[config.mk]
export PLATFORM = sky130hd
export DESIGN_NAME = tour_cmd_seq
export DESIGN_NICKNAME = d
export VERILOG_FILES = /design/src/rtl/tour_pkg.sv /design/src/rtl/tour_move_dec.sv /design/src/rtl/tour_cmd_seq.sv
export SDC_FILE = /design/constraint.sdc
export NUM_CORES = 1
export LEC_CHECK = 0
export BUFFER_PORTS_ARGS = -buffer_cell sky130_fd_sc_hd__buf_2
export CORE_ASPECT_RATIO = 1.25
export CORE_MARGIN = 2
export CORE_UTILIZATION = 46
export CTS_CLUSTER_SIZE = 10
export DETAILED_ROUTE_END_ITERATION = 10
export PLACE_DENSITY_LB_ADDON = 0.15
export SYNTH_ARGS = -nofsm -noshare
export SYNTH_HDL_FRONTEND = slang
export SYNTH_SLANG_ARGS = --single-unit
export TNS_END_PERCENT = 1
[constraint.sdc]
create_clock -name clk -period 2.5 [get_ports clk]
set_input_delay 0.5 -clock clk [delete_from_list [all_inputs] [get_ports clk]]
set_output_delay 0.5 -clock clk [all_outputs]
set_load 0.02 [all_outputs]
[src/rtl/tour_pkg.sv]
`default_nettype none
// ============================================================================
// Module      : tour_pkg
// Description : Shared opcodes, headings, response codes, FSM state encoding
//               and a lowest-set-bit helper for the knight-tour command
//               sequencer.
// Revision    : 1.0  initial release
// ============================================================================
package tour_pkg;

   // Command opcodes (cmd[15:12])
   localparam logic [3:0] c_OP_MOVE         = 4'h2;
   localparam logic [3:0] c_OP_MOVE_FANFARE = 4'h3;

   // Headings (cmd[11:4])
   localparam logic [7:0] c_HEAD_N = 8'h00;
   localparam logic [7:0] c_HEAD_W = 8'h3F;
   localparam logic [7:0] c_HEAD_S = 8'h7F;
   localparam logic [7:0] c_HEAD_E = 8'hBF;

   // Response bytes
   localparam logic [7:0] c_RESP_ACK  = 8'hA5;
   localparam logic [7:0] c_RESP_BUSY = 8'h5A;

   // Index of the final move of a 24-move tour
   localparam logic [4:0] c_LAST_MV = 5'd23;

   typedef enum logic [2:0] {
      IDLE      = 3'd0,
      VERT      = 3'd1,
      VERT_WAIT = 3'd2,
      HORZ      = 3'd3,
      HORZ_WAIT = 3'd4
   } state_t;

   // Index of the lowest set bit; an all-zero vector maps to bit 0.
   function automatic logic [2:0] lowest_set(input logic [7:0] v);
      logic [2:0] idx;
      idx = 3'd0;
      for (int i = 7; i >= 0; i--) begin
         if (v[i]) idx = 3'(i);
      end
      return idx;
   endfunction

endpackage
`default_nettype wire

[src/rtl/tour_move_dec.sv]
`default_nettype none
// ============================================================================
// Module      : tour_move_dec
// Description : Decodes a one-hot knight move into a vertical leg and a
//               horizontal leg (heading + square count each).
// Ports       : i_move       in  8  one-hot move (lowest set bit wins)
//               o_vert_head  out 8  heading of the vertical leg
//               o_vert_sq    out 4  squares of the vertical leg
//               o_horz_head  out 8  heading of the horizontal leg
//               o_horz_sq    out 4  squares of the horizontal leg
// Revision    : 1.0  initial release
// ============================================================================
module tour_move_dec
   import tour_pkg::*;
(
   input  logic [7:0] i_move,
   output logic [7:0] o_vert_head,
   output logic [3:0] o_vert_sq,
   output logic [7:0] o_horz_head,
   output logic [3:0] o_horz_sq
);

   logic [2:0] w_sel;

   assign w_sel = lowest_set(i_move);

   always_comb begin
      o_vert_head = c_HEAD_N;
      o_vert_sq   = 4'd2;
      o_horz_head = c_HEAD_E;
      o_horz_sq   = 4'd1;
      case (w_sel)
         3'd0: begin o_vert_head = c_HEAD_N; o_vert_sq = 4'd2; o_horz_head = c_HEAD_E; o_horz_sq = 4'd1; end
         3'd1: begin o_vert_head = c_HEAD_N; o_vert_sq = 4'd2; o_horz_head = c_HEAD_W; o_horz_sq = 4'd1; end
         3'd2: begin o_vert_head = c_HEAD_N; o_vert_sq = 4'd1; o_horz_head = c_HEAD_W; o_horz_sq = 4'd2; end
         3'd3: begin o_vert_head = c_HEAD_S; o_vert_sq = 4'd1; o_horz_head = c_HEAD_W; o_horz_sq = 4'd2; end
         3'd4: begin o_vert_head = c_HEAD_S; o_vert_sq = 4'd2; o_horz_head = c_HEAD_W; o_horz_sq = 4'd1; end
         3'd5: begin o_vert_head = c_HEAD_S; o_vert_sq = 4'd2; o_horz_head = c_HEAD_E; o_horz_sq = 4'd1; end
         3'd6: begin o_vert_head = c_HEAD_S; o_vert_sq = 4'd1; o_horz_head = c_HEAD_E; o_horz_sq = 4'd2; end
         default: begin o_vert_head = c_HEAD_N; o_vert_sq = 4'd1; o_horz_head = c_HEAD_E; o_horz_sq = 4'd2; end
      endcase
   end

endmodule
`default_nettype wire

[src/rtl/tour_cmd_seq.sv]
`default_nettype none
// ============================================================================
// Module      : tour_cmd_seq
// Description : Sequences a stored 24-move knight tour into pairs of
//               MOVE / MOVE_FANFARE commands, and otherwise passes UART
//               commands straight through to the command processor.
// Ports       : clk, rst          clock / synchronous active-high reset
//               start_tour  in 1  pulse, begins a tour (IDLE only)
//               move        in 8  move memory data at mv_indx
//               mv_indx     out 5 current move index 0..23
//               cmd_UART    in 16 / cmd_rdy_UART in 1  UART command path
//               clr_cmd_rdy in 1  processor accepted cmd
//               send_resp   in 1  processor finished cmd
//               cmd         out 16 / cmd_rdy out 1  muxed command
//               resp        out 8 response byte to UART
// Revision    : 1.0  initial release
// ============================================================================
module tour_cmd_seq
   import tour_pkg::*;
(
   input  logic        clk,
   input  logic        rst,
   input  logic        start_tour,
   input  logic [7:0]  move,
   output logic [4:0]  mv_indx,
   input  logic [15:0] cmd_UART,
   input  logic        cmd_rdy_UART,
   input  logic        clr_cmd_rdy,
   input  logic        send_resp,
   output logic [15:0] cmd,
   output logic        cmd_rdy,
   output logic [7:0]  resp
);

   state_t     r_state;
   logic [4:0] r_mv_indx;
   logic [7:0] r_move;

   state_t     w_state_nxt;
   logic [4:0] w_mv_indx_nxt;
   logic [7:0] w_move_nxt;
   logic [7:0] w_move_sel;
   logic [7:0] w_vert_head;
   logic [3:0] w_vert_sq;
   logic [7:0] w_horz_head;
   logic [3:0] w_horz_sq;

   // Live move data is used while in VERT; from then on the captured copy
   // keeps both command halves stable until the move is finished.
   assign w_move_sel = (r_state == VERT) ? move : r_move;

   tour_move_dec u_move_dec (
      .i_move      (w_move_sel),
      .o_vert_head (w_vert_head),
      .o_vert_sq   (w_vert_sq),
      .o_horz_head (w_horz_head),
      .o_horz_sq   (w_horz_sq)
   );

   always_ff @(posedge clk) begin
      if (rst) begin
         r_state   <= IDLE;
         r_mv_indx <= 5'd0;
         r_move    <= 8'd0;
      end else begin
         r_state   <= w_state_nxt;
         r_mv_indx <= w_mv_indx_nxt;
         r_move    <= w_move_nxt;
      end
   end

   always_comb begin
      w_state_nxt   = r_state;
      w_mv_indx_nxt = r_mv_indx;
      w_move_nxt    = r_move;
      case (r_state)
         IDLE: begin
            if (start_tour) begin
               w_state_nxt   = VERT;
               w_mv_indx_nxt = 5'd0;
            end
         end
         VERT: begin
            w_move_nxt = move;
            // clr_cmd_rdy alone decides the step; a coincident send_resp
            // is not allowed to skip VERT_WAIT.
            if (clr_cmd_rdy) w_state_nxt = VERT_WAIT;
         end
         VERT_WAIT: begin
            if (send_resp) w_state_nxt = HORZ;
         end
         HORZ: begin
            if (clr_cmd_rdy) w_state_nxt = HORZ_WAIT;
         end
         HORZ_WAIT: begin
            if (send_resp) begin
               if (r_mv_indx >= c_LAST_MV) begin
                  w_state_nxt = IDLE;
               end else begin
                  w_state_nxt   = VERT;
                  w_mv_indx_nxt = r_mv_indx + 5'd1;
               end
            end
         end
         default: w_state_nxt = IDLE;
      endcase
   end

   always_comb begin
      cmd     = cmd_UART;
      cmd_rdy = cmd_rdy_UART;
      resp    = c_RESP_BUSY;
      case (r_state)
         VERT: begin
            cmd     = {c_OP_MOVE, w_vert_head, w_vert_sq};
            cmd_rdy = 1'b1;
         end
         VERT_WAIT: begin
            cmd     = {c_OP_MOVE, w_vert_head, w_vert_sq};
            cmd_rdy = 1'b0;
         end
         HORZ: begin
            cmd     = {c_OP_MOVE_FANFARE, w_horz_head, w_horz_sq};
            cmd_rdy = 1'b1;
         end
         HORZ_WAIT: begin
            cmd     = {c_OP_MOVE_FANFARE, w_horz_head, w_horz_sq};
            cmd_rdy = 1'b0;
            if (r_mv_indx == c_LAST_MV) resp = c_RESP_ACK;
         end
         default: resp = c_RESP_ACK;
      endcase
   end

   assign mv_indx = r_mv_indx;

endmodule
`default_nettype wire

### Yosys cells after proc, flatten, opt, wreduce, memory -nomap -nowiden

Cells that the tools add are included.

| word-level totals | value |
|---|---|
| register bits after elaboration | 16 |
| word-level logic and storage cells | 63 |

| cells by class | value |
|---|---|
| add/sub/neg operators | 1 |
| order comparisons | 1 |
| eq/ne operators | 17 |
| multiplexer cells | 28 |
| reductions and logical operators | 13 |

Operator list:

| cell | count |
|---|---|
| 3-bit two-way mux | 13 |
| 16-bit case mux with 2 select lines | 1 |
| 8-bit two-way mux | 3 |
| 8-bit case mux with 2 select lines | 1 |
| 5-bit two-way mux | 3 |
| 3-bit case mux with 5 select lines | 1 |
| 3-bit by 2-bit == test with 1-bit output, second input constant | 4 |
| 3-bit == test, second input constant | 4 |
| 2-bit != test, second input constant | 6 |
| 4-bit OR reduction | 3 |
| 5-bit case mux with 2 select lines | 1 |
| 2-bit OR reduction | 4 |
| 7-bit two-way mux | 1 |
| 3-bit by 1-bit == test with 1-bit output, second input constant | 2 |
| 3-bit logical NOT | 2 |
| 5-bit by 1-bit adder with 5-bit output, second input constant | 1 |
| 5-bit == test, second input constant | 1 |
| 5-bit greater-or-equal comparator, second input constant | 1 |
| 5-bit AND reduction | 1 |
| 2-bit two-way mux | 2 |
| 4-bit AND reduction | 1 |
| 3-bit OR reduction | 1 |
| 1-bit case mux with 2 select lines | 1 |
| 2-bit nonzero test | 1 |
| 1-bit two-way mux | 1 |

### Longest topological paths before layout

| logic depth | value |
|---|---|
| depth after elaboration | 14 |
| mapped depth | 7 |
| gate-level depth less buffers | 6 |

### Cells and area by module

From an unflattened synthesis, not the netlist that was laid out.

| unflattened totals | value |
|---|---|
| cells, all modules | 209 |
| area total of the unflattened synthesis | 1664.1 um^2 |

By module, submodules not included:

| module | times used | cells an instance | area an instance (um^2) |
|---|---|---|---|
| tour_cmd_seq | 1 | 171 | 1395.1 |
| tour_move_dec | 1 | 38 | 269.0 |

### Worst setup path before layout

No wires, ideal clock.

| timing | value |
|---|---|
| path type | flip-flop to output port |
| start point | reg r_mv_indx[0] (netlist: mv_indx[0]) |
| end point | out resp[3] |
| data arrival time | 2425 ps |
| data required time | 2000 ps |
| path slack | -425 ps |
| stages on the path, launching flop included | 7 |
| buffers on the path | 1 |
| path through | dfxtp_1 -> ha_1 -> nand2_1 -> o311ai_0 -> a21boi_0 -> inv_1 -> buf_4 |

| on the way | value |
|---|---|
| word-level cells in the longest chain between the ends | 3 |

Ends and longest elaborated chain:

| item | RTL line | source |
|---|---|---|
| from (decl) | tour_cmd_seq.sv:36 | `logic [4:0] r_mv_indx;` |
| from (signal assigned) | tour_cmd_seq.sv:67 | `r_mv_indx <= w_mv_indx_nxt;` |
| 5-bit == test | tour_cmd_seq.sv:129 | `if (r_mv_indx == c_LAST_MV) resp = c_RESP_ACK;` |
| 8-bit two-way mux | tour_cmd_seq.sv:129 |  |
| 8-bit case mux with 2 select lines | tour_cmd_seq.sv:113 | `case (r_state)` |
| to (decl) | tour_cmd_seq.sv:32 | `output logic [7:0] resp` |

Every way passes these cells.

### Worst setup path after layout

| timing | value |
|---|---|
| start point | reg r_state[1] |
| end point | out cmd[11] |

| on the way | value |
|---|---|
| word-level cells in the longest chain between the ends | 14 |

Ends and longest elaborated chain:

| item | RTL line | source |
|---|---|---|
| from (decl) | tour_cmd_seq.sv:35 | `state_t r_state;` |
| from (signal assigned) | tour_cmd_seq.sv:66 | `r_state <= w_state_nxt;` |
| 3-bit by 1-bit == test with 1-bit output | tour_cmd_seq.sv:50, tour_cmd_seq.sv:113 |  |
| 8-bit two-way mux | tour_cmd_seq.sv:50 | `assign w_move_sel = (r_state == VERT) ? move : r_move;` |
| 3-bit two-way mux (8 in a row) | tour_pkg.sv:41 | `if (v[i]) idx = 3'(i);` |
| 3-bit by 2-bit == test with 1-bit output (tied with other cells) | tour_move_dec.sv:32 | `case (w_sel)` |
| 4-bit OR reduction (no source line) | n/a |  |
| 8-bit two-way mux | tour_move_dec.sv:32 |  |
| 16-bit case mux with 2 select lines * | tour_cmd_seq.sv:113 |  |
| to (decl) | tour_cmd_seq.sv:30 | `output logic [15:0] cmd,` |

Mark *: on every way between the ends. The rest lies on a longest branch, timed or not.

==> reports/qor.txt <==
worst r2r dst -> mv_indx[3]$_SDFFE_PP0P_
Peak VDD IR -> 470.3 uV
achievable clock frequency -> 392.6 MHz
Gate power share -> 54.7%
DR WL/cell -> 14.56 microns
largest net degree at the start of global routing -> 17
Syn Area/Cell -> 7.580 sq um
cell mode on critical path -> buf_6
input/output buffers -> 59
final setup fails -> 2
Die X -> 51.48 microns
mapped cell area -> 1296 sq um
Routed WL -> 3.946 mm
clk buf depth -> 2
critical-path cell list -> buf_6 -> nor3b_4 -> buf_6 -> buf_4 -> o211ai_1 -> o21ai_1 -> mux2i_1 -> a22o_1 -> buf_6
post-synthesis sequential area ratio -> 24.71%
crit path from -> r_state[1]$_SDFFE_PP0P_
Worst-path clk slew -> 0.10 ns
P_sw -> 0.3941 mW
most frequent cells in the layout -> 50 x buf_2, 23 x nand2_1, 15 x a21oi_1
IO Count -> 60
Max-Cap Viols -> 0
top cells by area, synth -> dfxtp_1 25%, nand2_1 6.7%, a21oi_1 5.8%, o21a_1 5.2%, buf_4 4.6%
vias post-DR -> 1,521
leak pwr -> 0.8023 nW
Tightest Pin Transition -> 0.6250 ns
Placed Area -> 1585 sq um
TritonCTS clock tree -> yes
ANT cells -> 0
later-pin clock latency in the skew report -> 0.28 ns
Worst Path Required -> 2.00 ns
status -> finished with violations
min-delay worst type -> in -> reg
Vias/cell -> 5.613
Cell Int Power -> 0.6070 mW
hold worst-path end -> r_move[7]$_SDFF_PP0_
dpl ws -> 0.1666 ns
number of instances in the placed design -> 257
Clock Skews -> 0.002528 ns
Max FO, Critical Path -> 4
Seq pwr share -> 28.3%
vias in the first global route -> 1,345
crit-path max cell delay -> 0.36 ns
worst r2r path cells -> 7
Rel. slew slack -> 58.04%
H-tree depth -> 1
first-pass GRT wire length -> 5.809 mm
CTS root buffer -> clkbuf_4
fin nets -> 269
Period minus WS final -> 2.547 ns
Hold Path Stages -> 3
CP arrival -> 2.05 ns
GRT Total Usage -> 22.48%
reg-to-reg slack, setup -> 0.62 ns
Placeable Area -> 2680 sq um
Layout area overhead -> 41.22%
DR pass1 iterations -> 4
design area -> 1831 sq um
Sw Share -> 39.36%
max-slew violations -> 0
Non-Filler Instances -> 271
Yosys warning count -> 0
critical register-to-register path startpoint -> r_state[1]$_SDFFE_PP0P_
startpoint types -> register
share of cells above drive strength 1 -> 41.77%
grt total ovfl -> 0
Vert. Die Dim -> 63.35 microns
DR iter-0 viols -> 62
Die Area -> 3261 sq um
Residual DRC -> 0
CP endpoint kind -> output pin
most common cell after layout, fill and taps aside -> buf_2
Initial Util -> 48.37%
Hold-fix buffers, CTS -> 0
Slowest cell on crit path -> dfxtp_4
RSZ-0062 raised after global routing -> true
Routed Antenna Nets -> 0
failing checks -> setup timing
initial antenna violation count -> 0
top cell type's share of synthesized area -> 24.71%
CTS Buf Count -> 3
CTS Sinks -> 16
FF+latch count, synth -> 16
crit share post-route -> 101.9%
# rows -> 21
cells after synthesis -> 171
Distinct cells, synth -> 44
Power Dens Cells -> 546.9 nW/um^2
Fin. Hold Viols -> 0
routability cong. -> 0.8549
setup ws final -> -0.04723 ns
Clock power frac -> 17.0%
leading area contributor after synthesis -> dfxtp_1
Detailed Place HPWL -> 2.626 mm
hold_sp -> move[7]
Setup CP Type -> reg -> out
synthesized net count -> 202
-- critical path, delay by kind of cell (launching register included) --
kind,cells,cell delay [ns]
DFF,1,0.36
muxes,1,0.25
AOI/OAI and AO/OA,3,0.38
buffers and inverters,4,0.53
and+or+nand+nor,1,0.25
-- worst max-delay path by stage --
stage	to	slack, ns
after global routing	cmd[11]	-0.14
after CTS	cmd[7]	-0.05
after global placement	cmd[4]	0.20
after floorplan	resp[3]	0.12
after detailed placement	cmd[7]	0.17
final	cmd[11]	-0.05
-- registers in the layout, indices dropped and copies added, names as in the netlist --
register	flops
r_move	8
r_state	3
mv_indx	5
-- power by group through the flow --
stage               Clock [mW]  Sequential (mW)  Combinational, mW
floorplan                    0            0.284              0.328
global placement             0            0.289              0.428
detailed placement           0            0.290              0.433
CTS                      0.171            0.280              0.482
global route             0.186            0.286              0.584
finish                   0.170            0.284              0.547
-- timing repair --
| action | in CTS | in global routing |
|---|---|---|
| pin swaps | 3 | 6 |
| resized for setup | 17 | 21 |
| setup buffers | 5 | 5 |
| setup endpoints to repair | 8 | 14 |
-- per-stage QoR --
step	setup TNS (ns)	util, %	hold WS (ns)	total power, mW
floorplan	0	-	0.4498	0.6115
global placement	0	59.15	0.4658	0.7175
detailed placement	0	59.15	0.4880	0.7231
CTS	-0.3208	63.73	0.4852	0.9340
global route	-1.163	68.30	0.4834	1.056
finish	-0.05360	68.30	0.4819	1.001
-- cell families after synthesis --
| family | after synthesis | synth area share (%) |
|---|---|---|
| AO/OA/AOI/OAI | 54 | 27.80 |
| XOR/XNOR | 3 | 2.027 |
| adder cells (fa/ha/maj) | 1 | 0.9651 |
| buffers and inverters | 19 | 8.977 |
| flip-flops | 16 | 24.71 |
| multiplexers | 4 | 3.185 |
| AND/OR/NAND/NOR | 74 | 32.34 |
-- layer usage --
layer	vias up	wire length, microns	global-route usage (%)
met3	4	200	4.976
met2	47	2159	40.38
li1	746	-	-
met5	-	0	0
met1	724	1558	26.69
met4	0	28	4.605
-- cell usage after synthesis (all sizes together) --
cell type / count
a22o: 3
o31ai: 2
a221oi: 2
xnor2: 2
nor4: 2
a22oi: 1
mux2: 1
a21boi: 1
or2: 1
nand3b: 1
a41oi: 1
o22ai: 1
clkbuf: 2
inv: 7
a311oi: 1
o311ai: 1
nor3: 7
nand2: 23
or3: 1
a32oi: 1
nand2b: 7
nor2b: 6
dfxtp: 16
nor3b: 1
xor2: 1
nand4: 2
nand3: 5
o31a: 1
a21oi: 15
a21o: 1
mux2i: 3
o21ai: 9
nor2: 13
and2: 4
or3b: 1
ha: 1
o211ai: 1
a31oi: 3
a211oi: 1
buf: 10
o21a: 9
-- layout make-up --
class	count	area (sq um)
timing repair buffer	74	484.2
fill	235	849.6
sequential	16	330.3
tap	34	42.54
clock buffer	4	36.28
inverter	7	30.03
multi-input combinational	136	907.1
Power figures use the tool's default switching activity.
